**src/rtl/id_hazard_ctrl.sv**
```systemverilog
// ID-stage hazard controller: load-use stalls, fixed-latency MUL hold in ID,
// branch/jump squash of IF/ID, and a saturating stall-cycle counter.
module id_hazard_ctrl #(
  parameter int MUL_LATENCY = 4,
  parameter int CNT_W       = 32
) (
  input  logic             clk,
  input  logic             rst,
  input  logic             id_valid_inst,
  input  logic [4:0]       id_ra_idx,
  input  logic [4:0]       id_rb_idx,
  input  logic             id_uses_ra,
  input  logic             id_uses_rb,
  input  logic             id_is_mul,
  input  logic             ex_valid_inst,
  input  logic             ex_rd_mem,
  input  logic [4:0]       ex_dest_reg_idx,
  input  logic             ex_take_branch,
  output logic             pc_stall,
  output logic             if_id_stall,
  output logic             if_id_flush,
  output logic             id_ex_bubble,
  output logic             mul_start,
  output logic             mul_busy,
  output logic             mul_done,
  output logic             mul_abort,
  output logic [CNT_W-1:0] stall_count
);

  typedef enum logic {RUN = 1'b0, MUL_WAIT = 1'b1} state_t;

  localparam logic [3:0] CNT_LOAD = 4'(MUL_LATENCY - 2);

  state_t           state_reg, state_next;
  logic [3:0]       cnt_reg, cnt_next;
  logic [CNT_W-1:0] stall_count_reg, stall_count_next;
  logic             ra_hit, rb_hit, luh, mul_req;

  always_comb begin
    ra_hit  = id_uses_ra && (id_ra_idx == ex_dest_reg_idx);
    rb_hit  = id_uses_rb && (id_rb_idx == ex_dest_reg_idx);
    luh     = id_valid_inst && ex_valid_inst && ex_rd_mem &&
              (ex_dest_reg_idx != 5'd0) && (ra_hit || rb_hit);
    mul_req = id_valid_inst && id_is_mul;
  end

  always_ff @(posedge clk) begin
    if (rst) begin
      state_reg       <= RUN;
      cnt_reg         <= 4'd0;
      stall_count_reg <= '0;
    end else begin
      state_reg       <= state_next;
      cnt_reg         <= cnt_next;
      stall_count_reg <= stall_count_next;
    end
  end

  always_comb begin
    state_next   = state_reg;
    cnt_next     = cnt_reg;
    pc_stall     = 1'b0;
    if_id_stall  = 1'b0;
    if_id_flush  = 1'b0;
    id_ex_bubble = 1'b0;
    mul_start    = 1'b0;
    mul_busy     = 1'b0;
    mul_done     = 1'b0;
    mul_abort    = 1'b0;
    // Controls are held low during reset regardless of state or inputs.
    if (!rst) begin
      case (state_reg)
        RUN: begin
          if (ex_take_branch) begin
            if_id_flush  = 1'b1;
            id_ex_bubble = 1'b1;
          end else if (luh) begin
            pc_stall     = 1'b1;
            if_id_stall  = 1'b1;
            id_ex_bubble = 1'b1;
          end else if (mul_req) begin
            mul_start    = 1'b1;
            mul_busy     = 1'b1;
            pc_stall     = 1'b1;
            if_id_stall  = 1'b1;
            id_ex_bubble = 1'b1;
            cnt_next     = CNT_LOAD;
            state_next   = MUL_WAIT;
          end
        end
        MUL_WAIT: begin
          mul_busy = 1'b1;
          if (ex_take_branch) begin
            mul_abort    = 1'b1;
            if_id_flush  = 1'b1;
            id_ex_bubble = 1'b1;
            state_next   = RUN;
          end else if (cnt_reg != 4'd0) begin
            pc_stall     = 1'b1;
            if_id_stall  = 1'b1;
            id_ex_bubble = 1'b1;
            cnt_next     = cnt_reg - 4'd1;
          end else begin
            mul_done   = 1'b1;
            state_next = RUN;
          end
        end
        default: state_next = RUN;
      endcase
    end
  end

  always_comb begin
    stall_count_next = stall_count_reg;
    if (pc_stall && (stall_count_reg != {CNT_W{1'b1}}))
      stall_count_next = stall_count_reg + 1'b1;
  end

  assign stall_count = stall_count_reg;

endmodule

```
**config.mk**
```make
export PLATFORM = sky130hd
export DESIGN_NAME = id_hazard_ctrl
export DESIGN_NICKNAME = d
export VERILOG_FILES = /design/src/rtl/id_hazard_ctrl.sv
export SDC_FILE = /design/constraint.sdc
export NUM_CORES = 1
export LEC_CHECK = 0
export ABC_AREA = 1
export BUFFER_PORTS_ARGS = -buffer_cell sky130_fd_sc_hd__buf_2
export CAP_MARGIN = 10
export CELL_PAD_IN_SITES_DETAIL_PLACEMENT = 0
export CELL_PAD_IN_SITES_GLOBAL_PLACEMENT = 1
export CORE_UTILIZATION = 34
export CTS_BUF_LIST = sky130_fd_sc_hd__clkbuf_16
export DETAILED_ROUTE_END_ITERATION = 10
export GPL_TIMING_DRIVEN = 0
export PLACE_DENSITY_LB_ADDON = 0.1
export SYNTH_ARGS = -nofsm -noshare
export SYNTH_HDL_FRONTEND = slang
export SYNTH_SLANG_ARGS = --single-unit
```
**constraint.sdc**
```tcl
create_clock -name clk -period 1.6 [get_ports clk]
set_input_delay 0.08 -clock clk [delete_from_list [all_inputs] [get_ports clk]]
set_output_delay 0.08 -clock clk [all_outputs]
set_load 0.02 [all_outputs]
```
==> impl_metrics.yaml <==
run_status:
  run_status: "finished with violations"
  violations: "setup timing"
placed_design:
  port_buffers: 63
  gp_congestion: 0.925
  dp.cells: 617
  dp_hpwl_mm: 6.84
sta:
  worst_pin_slew_ps: 751
  fmax_mhz: 607
  clock-skew-final_ps: 4.29
  tns_ps: -452
  fin_ws_ps: -47.5
  fin_crit_sh_pct: 103
  max_slew_margin_pct: 49.9
  slew_violations: 0
  hold_viol: 0
  rsz0062_at_grt: "yes"
  min_period_ps: 1650
  setup_viol: 25
final_layout:
  final_cell_mix: "nand2_1, buf_2, nor2_1, nand4_1"
  largest_register_ffs: 32
  syn_to_final_growth_pct: 51.0
  stdcell_count: 665
  num_antenna_cells: 0
  drive_gt1_share_pct: 46.4
  nets: 590
  final_common_cell: "nand2_1"
clocking:
  root_buffer: "clkbuf_16"
  cts_tree: "built"
  insertion_delay_ps: 280
  ctsLongestPathBuffers: 2
  cts_made_buffers: 5
  clkSinkCount: 37
  htreeDepth: 2
  path_clk_slew_ps: 60
synth:
  async_reset_ff_share_pct: 0
  synth_area_leaders: "dfxtp_1, nand2_1, nand4_1"
  ys_seq_area_share_pct: 26.7
  synth_cell_types: 27
  syn_nets: 479
  syn_inst: 452
  yosysTopAreaCellShare_pct: 26.7
  yosysTopAreaCell: "dfxtp_1"
  synth_edf_count: 0
  synth_warnings: 0
  avgSynthCellArea_sq_um: 6.15
  syn_area_sq_um: 2780
  synthFlopType: "dfxtp_1"
  ys_ff_latch: 37
floorplan:
  die_y_um: 92.4
  rows: 32
  dieArea_sq_um: 8540
  die_w_um: 92.4
  core-area_sq_um: 7810
  start_util_pct: 35.6
  ios: 64
pwr:
  p_leak_nw: 1.86
  p_sw_w: 0.000588
  pwr-share-comb_pct: 14.6
  p_per_area_nw_per_um2: 519
  p_int_w: 0.00159
  sw_frac_of_total_pct: 27.0
  peakVddDrop_mv: 0.383
  p_clk_share_pct: 43.8
  seq_power_share_pct: 41.6
critical_path:
  crit_type: "reg -> reg"
  critPathCaptureType: "flip-flop"
  crit_arrival_ps: 1850
  start_kind: "flip-flop"
  cp_max_fo: 8
  worstPathRequired_ps: 1800
detailed_routing:
  ant_nets: 0
  viasPerCell: 4.94
  routed_wl_mm: 9.65
  drt_iter0_drc: 167
  wire_per_inst_um: 14.5
  vias: 3287
  drtPass1Iterations: 6
  drc: 0
grt:
  grt_overflow: 0
  grt_pass1_wl_mm: 15.6
  antenna_found_initial: 0
  grt_pass1_vias: 3158
  gr-usage-all-layers_pct: 23.1
  grt_max_degree: 12
hold_path:
  min-delay-path-class: "in -> reg"
run:
  cap_violations: 0
[worst max-delay path, cell delays in order (launching register included)]
cell and delay [ps]:
dfxtp_4 380, nand2_2 100, nor2_4 140, nand2_2 80
nor2_4 140, nand4_4 140, nand4_4 220, clkbuf_16 210
nand2_2 50, a21oi_2 120
[cell families after synthesis]
| family | Yosys count | share of synthesized area [%] |
|---|---|---|
| flops | 37 | 26.7 |
| xor+xnor | 19 | 5.99 |
| compound gates | 34 | 7.56 |
| simple gates | 296 | 48.8 |
| buf+inv | 63 | 9.68 |
| fa+ha+maj | 3 | 1.35 |
[stage by stage]
step / setup slack, ps / power, W / hold slack [ps] / instance area, sq um / util (%)
finish: -47.5 / 0.00218 / 172 / 4200 / 53.8
global route: -141 / 0.00228 / 192 / 4200 / 53.8
CTS: -11.3 / 0.00219 / 175 / 3940 / 50.5
detailed placement: -253 / 0.00120 / 457 / 3290 / 42.2
global placement: -263 / 0.00120 / 451 / 3290 / 42.2
floorplan: 9.07 / 0.00111 / 249 / 2850 / -
[routing by layer]
| layer | part of all wire [%] | routed length, um | GRT usage, % |
|---|---|---|---|
| met5 | 0 | 0 | 0 |
| met4 | 1.3 | 124 | 4.69 |
| met3 | 4.6 | 440 | 3.61 |
| met2 | 46 | 4400 | 37.8 |
| met1 | 49 | 4680 | 31.8 |
[what timing repair did]
| item | 4_1_cts | 5_1_grt |
|---|---|---|
| endpoints found under the setup margin | 36 | 36 |
| cloned | 4 | 0 |
| pin swaps | 29 | 34 |
| hold buffers | 0 | 0 |
| setup buffers | 26 | 11 |
| gates resized for setup | 95 | 57 |
[path summary, 6_finish.rpt]
path / from / end / slack [ps] / depth (start not counted)
max: stall_count[14] / stall_count[21] / -50 / 9
min: rst / stall_count[1] / 170 / 4
max reg2reg: stall_count[14] / stall_count[21] / -50 / 9
min reg2reg: cnt_reg[0] / cnt_reg[0] / 470 / 2
[power groups by stage]
| stage | clock [W] | combinational, W | sequential (W) |
|---|---|---|---|
| 6_report | 0.000953 | 0.000317 | 0.000907 |
| 5_1_grt | 0.00102 | 0.000351 | 0.000907 |
| 4_1_cts | 0.000975 | 0.000297 | 0.000914 |
| 3_5_place_dp | 0 | 0.000243 | 0.000957 |
| 3_3_place_gp | 0 | 0.000242 | 0.000956 |
| 2_1_floorplan | 0 | 0.000153 | 0.000957 |
[cell type report]
class | instances | area (sq um)
Multi-Input combinational cell | 352 | 2140
Fill cell | 811 | 3610
Clock buffer | 5 | 125
Buffer | 17 | 124
Clock inverter | 2 | 10.0
Inverter | 46 | 178
Sequential cell | 37 | 831
Tap cell | 102 | 128
Timing Repair Buffer | 104 | 666
[synthesized netlist by cell type, types with 2 or more instances]
| cell | instances |
|---|---|
| nand4_1 | 38 |
| a21oi_1 | 22 |
| inv_1 | 45 |
| buf_6 | 3 |
| nand2_2 | 11 |
| dfxtp_1 | 37 |
| xor2_1 | 14 |
| clkbuf_1 | 7 |
| buf_2 | 5 |
| ha_1 | 3 |
| nand4_4 | 2 |
| nand2_1 | 147 |
| nor2_1 | 62 |
| nand3b_1 | 7 |
| nor3_1 | 13 |
| nand3_1 | 12 |
| xnor2_1 | 5 |
| a21oi_2 | 10 |
Power figures use the tool's default switching activity.
